[config.mk]
export PLATFORM = sky130hd
export DESIGN_NAME = tx_engine
export DESIGN_NICKNAME = d
export VERILOG_FILES = /design/src/rtl/uart_pkg.sv /design/src/rtl/uart_bit_timer.sv /design/src/rtl/tx_engine.sv
export SDC_FILE = /design/constraint.sdc
export NUM_CORES = 1
export LEC_CHECK = 0
export ABC_AREA = 1
export CAP_MARGIN = 20
export CORE_MARGIN = 3
export CORE_UTILIZATION = 35
export DETAILED_ROUTE_END_ITERATION = 8
export GPL_TIMING_DRIVEN = 1
export PLACE_DENSITY_LB_ADDON = 0.12
export SKIP_LAST_GASP = 1
export SYNTH_ARGS = -nofsm -noshare
export SYNTH_HDL_FRONTEND = slang
export SYNTH_SLANG_ARGS = --single-unit
[constraint.sdc]
create_clock -name clk -period 2.9 [get_ports clk]
set_clock_uncertainty 0.15 [all_clocks]
set_input_delay 0.58 -clock clk [delete_from_list [all_inputs] [get_ports clk]]
set_output_delay 0.58 -clock clk [all_outputs]
set_load 0.1 [all_outputs]
[src/rtl/uart_pkg.sv]
// uart_pkg: constants, states and frame helpers shared by the UART receive and transmit engines.
package uart_pkg;
  localparam int FRAME_BITS = 11;
  localparam int BAUD_W = 19;
  typedef enum logic {IDLE, SEND} tx_state_e;
  function automatic logic uart_parity(input logic [7:0] data, input logic eight, input logic ohel);
    return ^(eight ? data : {1'b0, data[6:0]}) ^ ohel;
  endfunction
  // Bit 0 is the start bit; bits 8..10 carry D7/parity/stop depending on format.
  function automatic logic [FRAME_BITS-1:0] uart_frame(input logic eight, input logic pen, input logic ohel, input logic [7:0] data);
    logic p, b8, b9;
    p = uart_parity(data, eight, ohel);
    b8 = eight ? data[7] : (pen ? p : 1'b1);
    b9 = (eight && pen) ? p : 1'b1;
    return {1'b1, b9, b8, data[6:0], 1'b0};
  endfunction
endpackage

[src/rtl/uart_bit_timer.sv]
// uart_bit_timer: bit-time counter plus bit counter; the receiver preloads a half bit.
module uart_bit_timer #(
  parameter int BAUD_W = uart_pkg::BAUD_W,
  parameter int FRAME_BITS = uart_pkg::FRAME_BITS
) (
  input  logic              clk,
  input  logic              rst_n,
  input  logic              load_i,
  input  logic              run_i,
  input  logic [BAUD_W-1:0] baud_i,
  input  logic [BAUD_W-1:0] preload_i,
  output logic              bit_done_o,
  output logic              frame_done_o
);
  localparam int BW = $clog2(FRAME_BITS);
  logic [BAUD_W-1:0] cnt_q, cnt_d, last;
  logic [BW-1:0] bits_q, bits_d;
  // A divisor of 0 behaves like 1: every clock is a full bit time.
  assign last = (baud_i > BAUD_W'(1)) ? baud_i - BAUD_W'(1) : '0;
  assign bit_done_o = run_i && (cnt_q == last);
  assign frame_done_o = bit_done_o && (bits_q == BW'(FRAME_BITS - 1));
  always_comb begin
    cnt_d = load_i ? preload_i : bit_done_o ? '0 : run_i ? cnt_q + BAUD_W'(1) : cnt_q;
    bits_d = (load_i || frame_done_o) ? '0 : bit_done_o ? bits_q + BW'(1) : bits_q;
  end
  always_ff @(posedge clk or negedge rst_n) begin
    if (!rst_n) begin
      cnt_q <= '0;
      bits_q <= '0;
    end else begin
      cnt_q <= cnt_d;
      bits_q <= bits_d;
    end
  end
endmodule

[src/rtl/tx_engine.sv]
// tx_engine: UART transmitter; serialises one 11-bit-time frame per LOAD onto TX.
module tx_engine
  import uart_pkg::*;
#(
  parameter int BAUD_W = uart_pkg::BAUD_W,
  parameter int FRAME_BITS = uart_pkg::FRAME_BITS
) (
  input  logic              clk,
  input  logic              rst,
  input  logic [BAUD_W-1:0] BAUD_DECODE,
  input  logic              EIGHT,
  input  logic              PEN,
  input  logic              OHEL,
  input  logic              LOAD,
  input  logic [7:0]        OUT_PORT,
  output logic              TX,
  output logic              TX_RDY,
  output logic              TX_DONE
);
  tx_state_e state_q, state_d;
  logic [BAUD_W-1:0] baud_q, baud_d;
  logic [FRAME_BITS-1:0] sh_q, sh_d;
  logic done_q, done_d, start, bit_done, frame_done;
  uart_bit_timer #(.BAUD_W(BAUD_W), .FRAME_BITS(FRAME_BITS)) u_timer (
    .clk(clk),
    .rst_n(rst),
    .load_i(start),
    .run_i(state_q == SEND),
    .baud_i(baud_q),
    .preload_i('0),
    .bit_done_o(bit_done),
    .frame_done_o(frame_done)
  );
  // Format bits are folded into the shift register at load, so later config changes cannot reach the frame.
  always_comb begin
    state_d = state_q;
    baud_d = baud_q;
    sh_d = sh_q;
    done_d = 1'b0;
    start = 1'b0;
    if (state_q == IDLE && LOAD) begin
      state_d = SEND;
      baud_d = BAUD_DECODE;
      sh_d = uart_frame(EIGHT, PEN, OHEL, OUT_PORT);
      start = 1'b1;
    end else if (state_q == SEND && bit_done) begin
      sh_d = {1'b1, sh_q[FRAME_BITS-1:1]};
      state_d = frame_done ? IDLE : SEND;
      done_d = frame_done;
    end
  end
  always_ff @(posedge clk or negedge rst) begin
    if (!rst) begin
      state_q <= IDLE;
      baud_q <= '0;
      sh_q <= '1;
      done_q <= 1'b0;
    end else begin
      state_q <= state_d;
      baud_q <= baud_d;
      sh_q <= sh_d;
      done_q <= done_d;
    end
  end
  assign TX = sh_q[0];
  assign TX_RDY = (state_q == IDLE);
  assign TX_DONE = done_q;
endmodule
==> results of run 1 <==
## report_power, final
group	leakage, uW	switching [uW]	total (uW)	internal, uW
clock network	0.0000373	264	431	167
logic	0.00142	426	708	282
registers	0.000653	120	988	868
## cell usage after synthesis
master	n
nor3_1	10
o21ai_0	27
nor2_2	10
ha_1	5
nand3_2	2
dfrtp_1	44
o21ai_1	3
nand2_2	2
inv_4	1
nor2_8	1
buf_2	1
xnor2_1	5
clkinv_1	1
nand3_4	3
buf_6	3
buf_4	1
nand3b_1	1
dfstp_2	10
inv_1	56
nor2_1	72
inv_2	2
nand2_4	3
nand3_1	49
or2_2	2
clkbuf_1	6
xor2_1	23
a21oi_1	4
nor2_4	2
a21oi_2	1
nand3b_2	1
nand4_1	11
nand2_1	191
o211ai_1	1
nor4_1	2
## critical path, delay by kind of cell, from the launching register on
family / cells / cell delay (ns)
buffers and inverters: 2 / 0.30
AOI/OAI and AO/OA: 1 / 0.08
DFF: 1 / 0.44
and+or+nand+nor: 12 / 1.60
## path summary, 6_finish.rpt
| check | end | slack (ns) | cells past startpoint | start |
|---|---|---|---|---|
| max | u_timer.cnt_q[0]$_DFFE_PN0P_ | 0.19 | 15 | baud_q[6]$_DFFE_PN0P_ |
| min reg2reg | sh_q[0]$_DFFE_PN1P_ | 0.33 | 2 | sh_q[1]$_DFFE_PN1P_ |
| min | baud_q[14]$_DFFE_PN0P_ | 0.13 | 1 | rst |
| max in group asynchronous | sh_q[0]$_DFFE_PN1P_ | 1.80 | 2 | rst |
| max reg2reg | u_timer.cnt_q[0]$_DFFE_PN0P_ | 0.19 | 15 | baud_q[6]$_DFFE_PN0P_ |
| min in group clk | sh_q[0]$_DFFE_PN1P_ | 0.33 | 2 | sh_q[1]$_DFFE_PN1P_ |
## cell families after synthesis
kind of cell | count (synthesis)
fa+ha+maj | 5
xor+xnor | 28
flops | 54
compound gates | 36
simple gates | 362
buf+inv | 71
## flip-flops by register name, summed over array words and instances (netlist names)
name            flops
sh_q               10
u_timer.cnt_q      19
baud_q             19
state_q             1
u_timer.bits_q      4
TX_DONE             1
## timing repair
action | 4_1_cts | 5_1_grt
endpoints found under the setup margin | 0 | 35
buffers inserted | 0 | 4
resized for setup | 0 | 15
## layer usage
| layer | GRT usage | vias up | wire length, um |
|---|---|---|---|
| met5 | 0 | - | 0 |
| li1 | - | 1841 | - |
| met3 | 0.0329 | 9 | 430 |
| met2 | 0.287 | 65 | 4640 |
| met4 | 0.0427 | 0 | 105 |
| met1 | 0.259 | 1603 | 5100 |
## per-stage QoR
stage	worst slack, ns	hold WS (ns)	instance area [um^2]	TNS, ns
4_1_cts	0.0355	0.152	4380	0
3_3_place_gp	0.0729	0.323	4300	0
3_5_place_dp	0.0585	0.321	4300	0
5_1_grt	-0.0243	0.175	4480	-0.0243
6_report	0.185	0.133	4480	0
2_1_floorplan	0.553	0.134	3770	0
## cell type report
cell class / instances / share of cell area
multi-input combinational: 432 / 0.486
sequential: 54 / 0.305
timing repair buffer: 49 / 0.103
inverter: 60 / 0.0508
tap: 136 / 0.0380
clock buffer: 6 / 0.0162
clock inverter: 1 / 0.00168
## cell usage in the layout, fill, tap and decap left out, types with 11 or more instances in the layout
master           count
nand2_1            190
nand4_1             11
nor2_1              66
nor2_2              13
buf_4               15
inv_1               55
nand3_1             49
o21ai_0             27
xor2_1              23
clkdlybuf4s50_1     31
dfrtp_1             43
==> run_results.csv, run 1 <==
group,metric,value,unit
layout,nNetsFinal,640,
pwr,vdd_drop_max,0.000305,V
layout,drive_gt1_frac,0.125,
layout,multi_input_area,0.00218,mm^2
placed_design,dp_hpwl,8.05,mm
die,initial_core_util,0.362,
setup_path,critPathRequiredTime,2.95,ns
clock_tree,numClockSinks,54,
outcome,status,"completed",
global_route,antenna_found_initial,0,
layout,fillCellCount,1128,
sta,finalSetupViolCount,0,
die,rows,37,
logic_synthesis,synth_mux_area_frac,0,
clock_tree,clock_latency,0.32,ns
routing,vias,3518,
placed_design,routabilityCongestion,0.991,
logic_synthesis,synth_warnings,0,
placed_design,port_buffers,35,
layout,utilization,0.430,
pwr,powerDensity,475,mW/mm^2
clock_tree,cts_buffers,5,
routing,ant_nets,0,
die,die_area,0.0121,mm^2
layout,regArea,0.00137,mm^2
logic_synthesis,yosysTopAreaCell,"dfrtp_1",
routing,drtIter0Drc,180,
logic_synthesis,synth_compound_area_frac,0.0494,
setup_path,path_cells,"nor2_1, nand2_2, nor2_8, nand3_4, nand2_8, inv_4, nand3_1, nand2_1, nor2_2, nand2_1, nor2_2, nand3_4, buf_4, nand3_1, o21ai_0",
global_route,grt_remaining_overflow,0,
placed_design,dp.cells,726,
sta,max_freq,0.368,GHz
die,dieWidth,110,um
routing,drt-total-wl,10.3,mm
sta,layout_min_cycle_time,2.71,ns
global_route,grt_pass1_vias,3511,
logic_synthesis,synthAdderAreaFrac,0.0166,
routing,drt_first_pass_iters,4,
setup_path,worst_ep_arrival_time,2.77,ns
flow_run,cap_violations,0,
clock_tree,hold_buffers,0,
logic_synthesis,yosysTopAreaCellShare,0.292,
pwr,power,2130,uW
logic_synthesis,yosys-top-cells-area,"dfrtp_1, nand2_1, nor2_1",
sta,min_period_over_period,0.936,
die,die_h,110,um
logic_synthesis,yosysUniqueCellTypes,34,
setup_path,path_class,"reg -> reg",
logic_synthesis,synth_cells,556,
setup_path,end_kind,"flip-flop",
die,core_area,0.0104,mm^2
global_route,grt_pass1_wl,17.2,mm
clock_tree,clk_pin_slew,0.10,ns
clock_tree,h-tree-depth,2,
routing,drc,0,
setup_path,critPathMaxStageDelay,0.44,ns
pwr,p_leak,0.00211,uW
clock_tree,cts-root-buf,"clkbuf_8",
setup_path,start_kind,"flip-flop",
logic_synthesis,seq_area_frac_synth,0.361,
routing,wl_per_cell,13.9,um
global_route,grt_max_degree,44,
setup_path,critPathMaxFanout,16,
logic_synthesis,synth-xor-area-share,0.0650,
setup_path,crit_slowest_cell,"dfrtp_1",
sta,final_hold_viol_count,0,
logic_synthesis,synth-simple-area-share,0.429,
logic_synthesis,syn-cell-area,0.00377,mm^2
sta,max_slew_margin,0.551,
logic_synthesis,synth_top_family_by_area,"simple AND/OR/NAND/NOR gates",
clock_tree,cts_tree,"done",
sta,worst_pin_slew,0.674,ns
sta,final_max_slew_viol_count,0,
layout,num_antenna_cells,0,
logic_synthesis,synth_fp_nets,594,
logic_synthesis,ys_seq_elements,54,
global_route,track_usage,0.182,
routing,avgViaCountPerCell,4.77,
layout,final_cells,738,
logic_synthesis,syn_avg_cell_area,6.79,um^2
clock_tree,cts_buffer_depth,2,
die,ios,36,
layout,syn2layout_area_growth,18.7,%
hold_path,hold_path_class,"in -> async",
Power figures use the tool's default switching activity.
==> run 2: changes to the inputs <==
- PLACE_DENSITY: default -> 0.5
- PLACE_DENSITY_LB_ADDON: 0.12 -> default
- REMOVE_ABC_BUFFERS: default -> 1
==> run 2 against run 1 <==
  * Sequential power about the same
  * Die area unchanged
  * Largest power group unchanged
  * Design area decreased by 1.1%
  * Sequential cell count unchanged
  * First-iteration DRC count decreased by 8.9%
  * Critical path depth increased by 1
==> run_results.csv, run 2 (synthesized netlist as in run 1, its figures left out) <==
group,metric,value,unit
outcome,status,"completed",
setup_path,path_cells,"inv_1, ha_1, nand2_1, nor2_2, nand3_4, nand2_8, inv_4, nand3_1, nand2_1, nor2_2, nand2_1, nor2_2, nand3_4, buf_4, nand3_1, nand2_1",
routing,vias,3518,
flow_run,cap_violations,0,
sta,min_period_over_period,0.919,
layout,reg_top3,"baud_q: 19 flops, u_timer.cnt_q: 19 flops, sh_q: 10 flops",
die,rows,37,
pwr,powerDensity,477,mW/mm^2
setup_path,worst_ep_arrival_time,2.72,ns
setup_path,crit_family,"simple AND/OR/NAND/NOR gates",
layout,most-common-layout-cells,"nand2_1, nor2_1, inv_1, nand3_1, dfrtp_1",
placed_design,dp_hpwl,7.87,mm
sta,final_hold_viol_count,0,
global_route,grt_pass1_wl,16.5,mm
hold_path,hold_path_class,"in -> async",
layout,drive_gt1_frac,0.111,
clock_tree,clock_latency,0.31,ns
layout,num_antenna_cells,0,
placed_design,routabilityCongestion,0.875,
sta,layout_min_cycle_time,2.66,ns
setup_path,r2r_slack,0.24,ns
setup_path,r2r_end,"u_timer.bits_q[2]$_DFFE_PN0P_",
routing,avgViaCountPerCell,4.81,
die,core_area,0.0104,mm^2
die,die_h,110,um
die,ios,36,
sta,final_max_slew_viol_count,0,
setup_path,critPathMaxStageDelay,0.42,ns
clock_tree,h-tree-depth,2,
clock_tree,cts-root-buf,"clkbuf_8",
sta,setup_tns,0,ns
die,initial_core_util,0.362,
clock_tree,cts_buffer_depth,2,
setup_path,crit_buf_inv,3,
die,dieWidth,110,um
sta,max_freq,0.375,GHz
clock_tree,cts_tree,"done",
pwr,p_leak,0.00208,uW
setup_path,start_kind,"flip-flop",
routing,ant_nets,0,
setup_path,crit_slowest_cell,"dfrtp_1",
setup_path,crit_path_frequent_cell,"nand2_1",
clock_tree,clk_pin_slew,0.10,ns
setup_path,r2r_cells,16,
layout,syn2layout_area_growth,17.3,%
sta,finalSetupViolCount,0,
layout,nNetsFinal,633,
global_route,track_usage,0.176,
layout,fillCellCount,1146,
setup_path,path_class,"reg -> reg",
setup_path,critPathMaxFanout,16,
layout,final_common_cell,"nand2_1",
pwr,power,2110,uW
routing,drt-total-wl,9.86,mm
global_route,grt_remaining_overflow,0,
clock_tree,post_cts_buffers,0,
routing,wl_per_cell,13.5,um
clock_tree,numClockSinks,54,
global_route,antenna_found_initial,0,
placed_design,port_buffers,35,
routing,drtIter0Drc,164,
clock_tree,hold_buffers,0,
setup_path,critPathRequiredTime,2.96,ns
placed_design,place_area,0.00429,mm^2
layout,design_area,0.00443,mm^2
routing,drc,0,
global_route,grt_max_degree,44,
sta,max_slew_margin,0.566,
routing,drt_first_pass_iters,4,
setup_path,end_kind,"flip-flop",
clock_tree,cts_buffers,5,
sta,worst_pin_slew,0.651,ns
pwr,vdd_drop_max,0.000216,V
die,die_area,0.0121,mm^2
setup_path,r2r-start,"baud_q[1]$_DFFE_PN0P_",
sta,rsz0062_at_grt,"no",
global_route,grt_pass1_vias,3384,
[run 2: changes by cell type in the layout (fill, tap and decap cells not counted), moves of 2 or more]
cell	before	now
nor2_1	66	68
buf_4	15	10
nor3_2	0	2
nor3_1	10	8
nor2_4	5	3
inv_2	3	1
[run 2: final cells by class]
| cell class | instances | area, um^2 | share of cell area |
|---|---|---|---|
| multi-input combinational | 431 | 2170 | 0.490 |
| sequential | 54 | 1370 | 0.308 |
| timing repair buffer | 43 | 410 | 0.0927 |
| inverter | 60 | 230 | 0.0520 |
| tap | 136 | 170 | 0.0384 |
| clock buffer | 7 | 76.3 | 0.0172 |
| clock inverter | 1 | 7.51 | 0.00170 |
[run 2: power breakdown]
part           switching [uW]  leakage, uW  internal (uW)
clock network             254    0.0000385            172
logic                     419      0.00139            279
registers                 120     0.000653            868
[run 2: metrics by stage]
step / std cells / setup slack (ns) / utilization / hold WS, ns
floorplan: 545 / -0.721 / - / 0.134
global placement: 724 / 0.163 / 0.412 / 0.321
detailed placement: 724 / 0.0927 / 0.412 / 0.322
CTS: 732 / 0.111 / 0.420 / 0.161
global route: 732 / 0.00203 / 0.425 / 0.179
finish: 732 / 0.236 / 0.425 / 0.132
[run 2: what timing repair did]
item / CTS / global route
hold endpoints to repair: 0 / 0
resized for setup: 0 / 12
setup endpoints to repair: 0 / 34
[run 2: layer usage]
metal | wire [um] | global-route usage | share of wire
met1 | 4510 | 0.239 | 0.46
met2 | 4690 | 0.292 | 0.48
met3 | 542 | 0.0305 | 0.055
met4 | 108 | 0.0419 | 0.011
met5 | 0 | 0 | 0
[run 2: worst max path at each step]
stage	start	to	slack (ns)	cells after the start
2_1_floorplan	LOAD	sh_q[1]$_DFFE_PN1P_	-0.72	6
3_3_place_gp	LOAD	u_timer.cnt_q[18]$_DFFE_PN0P_	0.16	13
3_5_place_dp	LOAD	u_timer.cnt_q[18]$_DFFE_PN0P_	0.09	13
4_1_cts	baud_q[0]$_DFFE_PN0P_	u_timer.cnt_q[1]$_DFFE_PN0P_	0.11	16
5_1_grt	baud_q[1]$_DFFE_PN0P_	u_timer.bits_q[3]$_DFFE_PN0P_	0.002	16
6_report	baud_q[1]$_DFFE_PN0P_	u_timer.bits_q[2]$_DFFE_PN0P_	0.24	16
==> run 3: changes to the inputs <==
- HOLD_SLACK_MARGIN: default -> 0.1
==> results of run 3 <==
The final DEF is identical to that of run 2; final timing and power are the same.
